## src/rtl/arb_req_queue.sv

```systemverilog
// Two-channel request queue feeding a 2-requester arbiter: per-channel FIFOs raise
// request while non-empty, pop on grant, and merge into one registered output stream.

module arb_req_queue_fifo #(
  parameter int DATA_W = 8,
  parameter int DEPTH  = 4
) (
  input  logic              clk,
  input  logic              rst,
  input  logic              i_push_vld,
  input  logic [DATA_W-1:0] i_push_data,
  input  logic              i_pop,
  output logic              o_ready,
  output logic              o_nempty,
  output logic [DATA_W-1:0] o_head
);
  localparam int AW = $clog2(DEPTH);
  localparam logic [AW:0] L_FULL = (AW+1)'(DEPTH);

  logic [DATA_W-1:0] r_mem [DEPTH];
  logic [AW-1:0]     r_wr_ptr, r_rd_ptr;
  logic [AW:0]       r_count;
  logic              w_push;

  // No bypass: a full FIFO refuses a push even if it pops in the same cycle.
  assign o_ready  = !rst && (r_count < L_FULL);
  assign o_nempty = (r_count != '0);
  assign o_head   = r_mem[r_rd_ptr];
  assign w_push   = i_push_vld && o_ready;

  always_ff @(posedge clk or posedge rst) begin
    if (rst) begin
      r_wr_ptr <= '0;
      r_rd_ptr <= '0;
      r_count  <= '0;
    end else begin
      if (w_push) r_wr_ptr <= r_wr_ptr + 1'b1;
      if (i_pop)  r_rd_ptr <= r_rd_ptr + 1'b1;
      case ({w_push, i_pop})
        2'b10:   r_count <= r_count + 1'b1;
        2'b01:   r_count <= r_count - 1'b1;
        default: r_count <= r_count;
      endcase
    end
  end

  always_ff @(posedge clk) begin
    if (w_push) r_mem[r_wr_ptr] <= i_push_data;
  end
endmodule

module arb_req_queue #(
  parameter int DATA_W = 8,
  parameter int DEPTH  = 4
) (
  input  logic              clk,
  input  logic              rst,
  input  logic              in0_valid,
  input  logic [DATA_W-1:0] in0_data,
  output logic              in0_ready,
  input  logic              in1_valid,
  input  logic [DATA_W-1:0] in1_data,
  output logic              in1_ready,
  output logic [1:0]        request,
  input  logic [1:0]        grant,
  output logic              out_valid,
  output logic [DATA_W-1:0] out_data,
  output logic              out_id,
  output logic              err
);
  localparam int NUM_CH = 2;

  logic [NUM_CH-1:0]             w_in_vld, w_ready, w_nempty, w_pop;
  logic [NUM_CH-1:0][DATA_W-1:0] w_in_data, w_head;
  logic                          w_illegal;
  logic                          r_out_valid, r_out_id, r_err;
  logic [DATA_W-1:0]             r_out_data;

  assign w_in_vld  = {in1_valid, in0_valid};
  assign w_in_data = {in1_data, in0_data};

  generate
    for (genvar g = 0; g < NUM_CH; g++) begin : g_ch
      arb_req_queue_fifo #(.DATA_W(DATA_W), .DEPTH(DEPTH)) u_fifo (
        .clk         (clk),
        .rst         (rst),
        .i_push_vld  (w_in_vld[g]),
        .i_push_data (w_in_data[g]),
        .i_pop       (w_pop[g]),
        .o_ready     (w_ready[g]),
        .o_nempty    (w_nempty[g]),
        .o_head      (w_head[g])
      );
    end
  endgenerate

  // Stale grants (no request) are dropped; a double grant serves channel 0 first.
  assign w_pop[0]  = grant[0] && w_nempty[0];
  assign w_pop[1]  = grant[1] && w_nempty[1] && !w_pop[0];
  assign w_illegal = (grant == 2'b11) && (|w_nempty);

  always_ff @(posedge clk or posedge rst) begin
    if (rst) begin
      r_out_valid <= 1'b0;
      r_out_data  <= '0;
      r_out_id    <= 1'b0;
      r_err       <= 1'b0;
    end else begin
      r_out_valid <= |w_pop;
      if (|w_pop) begin
        r_out_data <= w_pop[0] ? w_head[0] : w_head[1];
        r_out_id   <= !w_pop[0];
      end
      if (w_illegal) r_err <= 1'b1;
    end
  end

  assign in0_ready = w_ready[0];
  assign in1_ready = w_ready[1];
  assign request   = w_nempty;
  assign out_valid = r_out_valid;
  assign out_data  = r_out_data;
  assign out_id    = r_out_id;
  assign err       = r_err;
endmodule

```

## config.mk

```make
export PLATFORM = sky130hd
export DESIGN_NAME = arb_req_queue
export DESIGN_NICKNAME = d
export VERILOG_FILES = /design/src/rtl/arb_req_queue.sv
export SDC_FILE = /design/constraint.sdc
export NUM_CORES = 1
export LEC_CHECK = 0
export CORE_AREA = 2 2 89 91
export DETAILED_ROUTE_END_ITERATION = 8
export DIE_AREA = 0 0 91 93
export HOLD_SLACK_MARGIN = 0.03
export PLACE_DENSITY = 0.77
export SYNTH_ARGS = -nofsm -noshare
export SYNTH_HDL_FRONTEND = slang
export SYNTH_SLANG_ARGS = --single-unit
```

## constraint.sdc

```tcl
create_clock -name clk -period 2 [get_ports clk]
set_clock_uncertainty 0.15 [all_clocks]
set_input_delay 0.4 -clock clk [delete_from_list [all_inputs] [get_ports clk]]
set_output_delay 0.4 -clock clk [all_outputs]
set_load 0.02 [all_outputs]
```

==> results.sh, run 1 <==
export IMPL_status="finished with violations"
export IMPL_violations="setup timing"
export IMPL_avgSynthCellArea_sq_um=17.1
export IMPL_syn_inst=216
export IMPL_cp_endpoint="g_ch[1].u_fifo.r_count[2]"
export IMPL_cts_clk_slew_worst_paths_ps=90
export IMPL_h_tree_depth=3
export IMPL_antenna_found_initial=0
export IMPL_reg2reg_depth=10
export IMPL_synthMuxAreaShare=0.110
export IMPL_hp_class="reg2reg"
export IMPL_dr_first_iter_drc_count=89
export IMPL_final_setup_viol_count=2
export IMPL_ant_nets=0
export IMPL_die_w_um=91
export IMPL_ys_types=26
export IMPL_die_y_um=93
export IMPL_worstPathCellList="buf_6 > o31ai_4 > inv_2 > nor2_4 > ha_4 > inv_2 > fa_2 > xor2_1 > nor2_1 > xor2_1"
export IMPL_die_area_sq_mm=0.00846
export IMPL_mostFrequentLayoutCells="edfxtp_1 (64), buf_4 (33), clkdlybuf4s50_1 (30)"
export IMPL_worst_slack_ps=-85.4
export IMPL_layout_commonest_cell="edfxtp_1"
export IMPL_pin_count=37
export IMPL_cts_made_buffers=9
export IMPL_rsz0062_at_grt="yes"
export IMPL_synth_compound_area_frac=0.0377
export IMPL_p_sw_w=0.00190
export IMPL_cp_arrival_ps=2200
export IMPL_cts_root_buf="clkbuf_8"
export IMPL_worstSetupStartpoint="g_ch[0].u_fifo.r_count[2]"
export IMPL_fillers=592
export IMPL_intPower_w=0.00417
export IMPL_cts_tree="done"
export IMPL_viasPerCell=4.96
export IMPL_clk_latency_ps=340
export IMPL_pwr_share_comb=0.377
export IMPL_grt_max_degree=21
export IMPL_synth_xor_area_frac=0.0285
export IMPL_synth_simple_area_share=0.0539
export IMPL_grt_pass1_wl_um=10200
export IMPL_core_region_area_sq_mm=0.00753
export IMPL_initial_core_util=0.490
export IMPL_synthesis_nets=250
export IMPL_ys_ff_latch=89
export IMPL_startpoint_type="flop"
export IMPL_rrSetupSlack_ps=-90
export IMPL_gp_congestion=0.765
export IMPL_grtUsageTotal=0.162
export IMPL_final_max_slew_violation_count=0
export IMPL_end_kind="flop"
export IMPL_worst_pin_slew_ps=421
export IMPL_first_pass_iters=4
export IMPL_place_inst=378
export IMPL_synth_fa_ha_area_frac=0.0448
export IMPL_slew_headroom=0.719
export IMPL_r2r_start="g_ch[0].u_fifo.r_count[2]"
export IMPL_crit_required_ps=2120
export IMPL_wl_per_cell_um=15.6
export IMPL_holdWs_ps=343
export IMPL_post_route_period_util=1.04
export IMPL_post_place_ws_ps=-454
export IMPL_synth_top_family_by_area="multiplexers"
export IMPL_p_clk_frac=0.194
export IMPL_synth_top_area_cell="edfxtp_1"
export IMPL_yosys_warnings=0
export IMPL_syn_area_sq_mm=0.00369
export IMPL_hold_viol_final=0
export IMPL_drive_above_1_share=0.318
export IMPL_drc_errors=0
export IMPL_clock_sinks=89
export IMPL_cts_max_path_buffers=2
export IMPL_slowest_stage="dfrtp_1"
export IMPL_fmax_mhz=480
export IMPL_r2r_end="g_ch[1].u_fifo.r_count[2]"
export IMPL_final_cells=404
export IMPL_vias=2004
export IMPL_io_buffers=36
export IMPL_power_leakage_nw=1.82
export IMPL_grt_pass1_vias=2092
export IMPL_maxCapViolations=0
export IMPL_synth_seq_area_share=0.691
export IMPL_sw_frac_of_total=0.313
export IMPL_ys_top_cells_by_area="edfxtp_1 (52%), dfrtp_1 (17%), mux4_2 (9.8%)"
export IMPL_rows=32
export IMPL_cp_max_fo=3
export IMPL_syn_to_final_growth_pct=28.8
export IMPL_critical_path_class="reg2reg"
export IMPL_dpl_hpwl_um=4510
export IMPL_nNetsFinal=332
export IMPL_totalWireLength_um=6300
export IMPL_fin_crit_ps=2090
export IMPL_antenna_cells=0
export IMPL_synth_top_cell_area_share=0.521
export IMPL_ir_drop_mv=0.682
export IMPL_pwr_share_seq=0.429
export IMPL_powerDensity_mw_per_mm2=1280
export IMPL_slowest_delay_ps=410
export IMPL_grt_overflow_total=0
==> cell usage after synthesis <==
| cell type | n |
|---|---|
| clkbuf_2 | 2 |
| inv_1 | 11 |
| or3_1 | 2 |
| nand3_2 | 1 |
| o31a_1 | 1 |
| mux2_4 | 1 |
| buf_4 | 4 |
| ha_1 | 10 |
| nor2_1 | 13 |
| o21bai_1 | 1 |
| mux2i_1 | 2 |
| a21oi_1 | 16 |
| and2_4 | 2 |
| nand2_1 | 11 |
| dfrtp_1 | 25 |
| mux4_2 | 16 |
| xnor2_1 | 7 |
| and3_1 | 8 |
| buf_6 | 3 |
| xor2_1 | 5 |
| inv_2 | 3 |
| edfxtp_1 | 64 |
| mux2_1 | 1 |
| nor2_2 | 3 |
| o31ai_4 | 2 |
| fa_1 | 2 |
==> per-stage QoR <==
stage	setup TNS, ps	power, W	area (sq um)	utilization
3_5_place_dp	-1970	0.00482	4460	0.592
6_report	-104	0.00607	4750	0.631
4_1_cts	-98.0	0.00605	4690	0.623
3_3_place_gp	-1750	0.00475	4460	0.592
2_1_floorplan	-86.9	0.00399	3710	-
5_1_grt	-353	0.00646	4750	0.631
==> power groups by stage <==
stage,sequential (W),clock (W),combinational [W]
5_1_grt,0.00266,0.00128,0.00251
3_5_place_dp,0.00266,0,0.00216
6_report,0.00260,0.00118,0.00229
4_1_cts,0.00261,0.00121,0.00223
2_1_floorplan,0.00268,0,0.00131
3_3_place_gp,0.00265,0,0.00210
==> cells by family after synthesis <==
kind of cell,count (synthesis)
XOR/XNOR,12
flip-flops,89
adder cells (fa/ha/maj),12
AND/OR/NAND/NOR,40
AO/OA/AOI/OAI,20
buffers and inverters,23
multiplexers,20
==> worst min path at each step <==
| stage | startpoint | depth (start not counted) | to |
|---|---|---|---|
| 4_1_cts | err | 1 | err |
| 3_3_place_gp | err | 1 | err |
| 5_1_grt | err | 1 | err |
| 6_report | err | 1 | err |
| 3_5_place_dp | err | 1 | err |
| 2_1_floorplan | rst | 1 | err |
==> flip-flops by register name, summed over array words and instances (netlist names) <==
name                  count
g_ch.u_fifo.r_mem        64
out_data                  8
g_ch.u_fifo.r_count       6
g_ch.u_fifo.r_rd_ptr      4
g_ch.u_fifo.r_wr_ptr      4
err                       1
out_id                    1
out_valid                 1
==> layout make-up <==
cell class              instances  area (sq um)  area share
clock buffers                   9           124      0.0261
inverters                      14          52.6      0.0111
flip-flops and latches         89          2550       0.536
clock inverters                 6          68.8      0.0145
multi-input cells             104          1050       0.221
repair buffers                 80           779       0.164
well taps                     102           128      0.0269
==> timing repair <==
action	4_1_cts	5_1_grt
setup buffers	4	6
gates resized for setup	13	10
pin swaps	5	5
gates cloned	0	0
hold buffers	1	0
endpoints found under the setup margin	6	5
endpoints found under the hold margin	5	0
==> critical path: cells and delay by family, from the launching register on <==
kind	cells	cell delay [ps]
DFF	1	410
adders and majority gates	2	480
and+or+nand+nor	2	250
AOI/OAI and AO/OA	1	180
xor gates and xnor gates	2	300
buffers and inverters	3	250
==> metal layers <==
layer / vias to the layer above / share of wire / track usage
li1: 955 / - / -
met3: 5 / 0.038 / 0.0435
met5: - / 0 / 0
met2: 50 / 0.53 / 0.277
met1: 994 / 0.42 / 0.202
met4: 0 / 0.010 / 0.0568
Power figures use the tool's default switching activity.
==> run 2: changes to the inputs <==
==> config.mk (replaced) <==
export PLATFORM = sky130hd
export DESIGN_NAME = arb_req_queue
export DESIGN_NICKNAME = d
export VERILOG_FILES = /design/src/rtl/arb_req_queue.sv
export SDC_FILE = /design/constraint.sdc
export NUM_CORES = 1
export LEC_CHECK = 0
export ABC_AREA = 1
export CORE_AREA = 2 2 92 94
export CTS_CLUSTER_SIZE = 16
export DETAILED_ROUTE_END_ITERATION = 8
export DIE_AREA = 0 0 94 96
export HOLD_SLACK_MARGIN = 0.03
export PLACE_DENSITY = 0.78
export SYNTH_ARGS = -nofsm -noshare
export SYNTH_HDL_FRONTEND = slang
export SYNTH_SLANG_ARGS = --single-unit
==> results.sh, run 2 <==
export IMPL_cp_arrival_ps=2020
export IMPL_synth_fa_ha_area_frac=0.0410
export IMPL_pwr_share_seq=0.425
export IMPL_dr_first_iter_drc_count=203
export IMPL_largest_reg_flops=64
export IMPL_synth_top_family_by_area="simple AND/OR/NAND/NOR gates"
export IMPL_syn_inst=392
export IMPL_worstPathCellList="clkdlybuf4s50_1 > nor2_1 > nand2_2 > ha_2 > inv_1 > fa_2 > a21oi_2 > o21ai_2 > xnor2_1"
export IMPL_critPathBufInv=2
export IMPL_vias=2666
export IMPL_crit_required_ps=2070
export IMPL_post_place_ws_ps=-409
export IMPL_grt_pass1_wl_um=11000
export IMPL_cts_max_path_buffers=2
export IMPL_top_register="g_ch.u_fifo.r_mem"
export IMPL_hold_viol_final=0
export IMPL_h_tree_depth=3
export IMPL_antenna_cells=0
export IMPL_place_inst=547
export IMPL_intPower_w=0.00388
export IMPL_syn_to_final_growth_pct=20.0
export IMPL_holdWs_ps=339
export IMPL_syn_area_sq_mm=0.00403
export IMPL_worst_pin_slew_ps=417
export IMPL_grt_pass1_vias=2457
export IMPL_p_sw_w=0.00220
export IMPL_cts_root_buf="clkbuf_8"
export IMPL_end_kind="flop"
export IMPL_slowest_delay_ps=510
export IMPL_async_reset_ff_frac=0.281
export IMPL_yosys_warnings=0
export IMPL_placed_area_sq_mm=0.00462
export IMPL_ir_drop_mv=0.666
export IMPL_grtUsageTotal=0.164
export IMPL_synth_top_cell_area_share=0.477
export IMPL_synth_most_common_cell="nand2_1"
export IMPL_clock_sinks=89
export IMPL_hp_class="reg2reg"
export IMPL_synth_edf_count=64
export IMPL_fmax_mhz=513
export IMPL_grt_overflow_total=0
export IMPL_synthMuxAreaShare=0
export IMPL_ant_nets=0
export IMPL_ys_ff_latch=89
export IMPL_cts_clk_slew_worst_paths_ps=70
export IMPL_synth_seq_area_share=0.632
export IMPL_drive_above_1_share=0.143
export IMPL_avgSynthCellArea_sq_um=10.3
export IMPL_layout_commonest_cell="nand2_1"
export IMPL_dpl_hpwl_um=4920
export IMPL_synth_compound_area_frac=0.0196
export IMPL_yosys_top_cells_count="nand2_1 (120), inv_1 (70), edfxtp_1 (64)"
export IMPL_cp_max_fo=3
export IMPL_viasPerCell=4.72
export IMPL_cts_made_buffers=9
export IMPL_die_area_sq_mm=0.00902
export IMPL_hold_start="err"
export IMPL_wl_per_cell_um=12.1
export IMPL_p_clk_frac=0.186
export IMPL_mostFrequentLayoutCells="nand2_1 (120), inv_1 (68), edfxtp_1 (64)"
export IMPL_totalWireLength_um=6850
export IMPL_gp_congestion=0.807
export IMPL_rsz0062_at_grt="yes"
export IMPL_sw_frac_of_total=0.362
export IMPL_pwr_share_comb=0.388
export IMPL_pin_count=37
export IMPL_synthesis_nets=426
export IMPL_fillers=631
export IMPL_worst_slack_ps=52.5
export IMPL_synth_ff_type="edfxtp_1"
export IMPL_synth_top_area_cell="edfxtp_1"
export IMPL_initial_core_util=0.501
export IMPL_slew_headroom=0.722
export IMPL_design_area_sq_mm=0.00483
export IMPL_worstSetupStartpoint="rst"
export IMPL_ys_types=25
export IMPL_slowest_stage="clkdlybuf4s50_1"
export IMPL_drc_errors=0
export IMPL_power_leakage_nw=2.20
export IMPL_first_pass_iters=4
export IMPL_ys_top_cells_by_area="edfxtp_1 (48%), dfrtp_1 (16%), nand2_1 (11%)"
export IMPL_critical_path_class="in2reg"
export IMPL_cp_top_family="buffers and inverters"
export IMPL_powerDensity_mw_per_mm2=1260
export IMPL_status="finished, final reports clean"
export IMPL_startpoint_type="input port"
export IMPL_r2r_start="g_ch[0].u_fifo.r_count[2]"
export IMPL_final_setup_viol_count=0
export IMPL_rows=33
export IMPL_clk_latency_ps=340
export IMPL_die_w_um=94
export IMPL_final_max_slew_violation_count=0
export IMPL_die_y_um=96
export IMPL_io_buffers=36
export IMPL_cts_tree="done"
export IMPL_antenna_found_initial=0
export IMPL_maxCapViolations=0
export IMPL_final_cells=565
export IMPL_synth_simple_area_share=0.192
export IMPL_core_region_area_sq_mm=0.00805
export IMPL_post_route_period_util=0.974
export IMPL_synth_xor_area_frac=0.0174
export IMPL_fin_crit_ps=1950
export IMPL_grt_max_degree=26
export IMPL_nNetsFinal=489
[run 2: changes by cell type after synthesis, moves of 3 or more]
cell	before	now
mux4_2	16	0
xnor2_1	7	3
inv_1	11	70
nand2_1	11	120
nand3_1	0	39
and3_1	8	0
buf_4	4	8
nand2_2	0	3
a21oi_1	16	5
o21ai_0	0	6
[run 2: worst paths after layout]
check                                             end  slack, ps  cells past startpoint
min in group asynchronous  g_ch[0].u_fifo.r_rd_ptr[0]        350                      3
setup reg to reg            g_ch[1].u_fifo.r_count[2]        100                      9
hold reg to reg                                   err        340                      1
max in group asynchronous   g_ch[1].u_fifo.r_count[0]       1090                      3
hold / removal                                    err        340                      1
setup / recovery            g_ch[0].u_fifo.r_count[2]         50                      9
[run 2: final cells by class]
cell class                 count  area (sq um)  share of cell area
multi-input combinational    216          1120               0.231
clock inverter                 5          56.3              0.0116
sequential                    89          2550               0.527
timing repair buffer          65           569               0.118
clock buffer                  11           131              0.0272
tap                          105           131              0.0272
inverter                      74           283              0.0585
[run 2: logic make-up after synthesis]
logic type	Yosys count
AO/OA/AOI/OAI	13
XOR/XNOR	8
adder cells (fa/ha/maj)	12
buffers and inverters	87
flip-flops	89
AND/OR/NAND/NOR	183
[run 2: metal layers]
layer,track usage,part of all wire,vias up
li1,-,-,1352
met1,0.196,0.41,1241
met2,0.283,0.52,62
met3,0.0360,0.049,11
met4,0.0809,0.021,0
met5,0,0,-
[run 2: power by group through the flow]
| stage | registers (W) | logic (W) | clock network, W |
|---|---|---|---|
| finish | 0.00259 | 0.00236 | 0.00113 |
| floorplan | 0.00262 | 0.00158 | 0 |
| CTS | 0.00259 | 0.00233 | 0.00116 |
| global route | 0.00263 | 0.00265 | 0.00124 |
| global placement | 0.00262 | 0.00225 | 0 |
| detailed placement | 0.00263 | 0.00233 | 0 |
[run 2: timing repair]
| item | CTS | global route |
|---|---|---|
| pin swaps | 0 | 5 |
| hold buffers | 0 | 0 |
| setup buffers | 1 | 1 |
| endpoints found under the setup margin | 5 | 5 |
| resized for setup | 5 | 15 |
[run 2: stage by stage]
stage               total power [W]  setup TNS (ps)   util
global placement            0.00486           -1340  0.574
CTS                         0.00608               0  0.598
detailed placement          0.00496           -1880  0.574
finish                      0.00608               0  0.600
global route                0.00651           -51.0  0.600
floorplan                   0.00420           -57.7      -
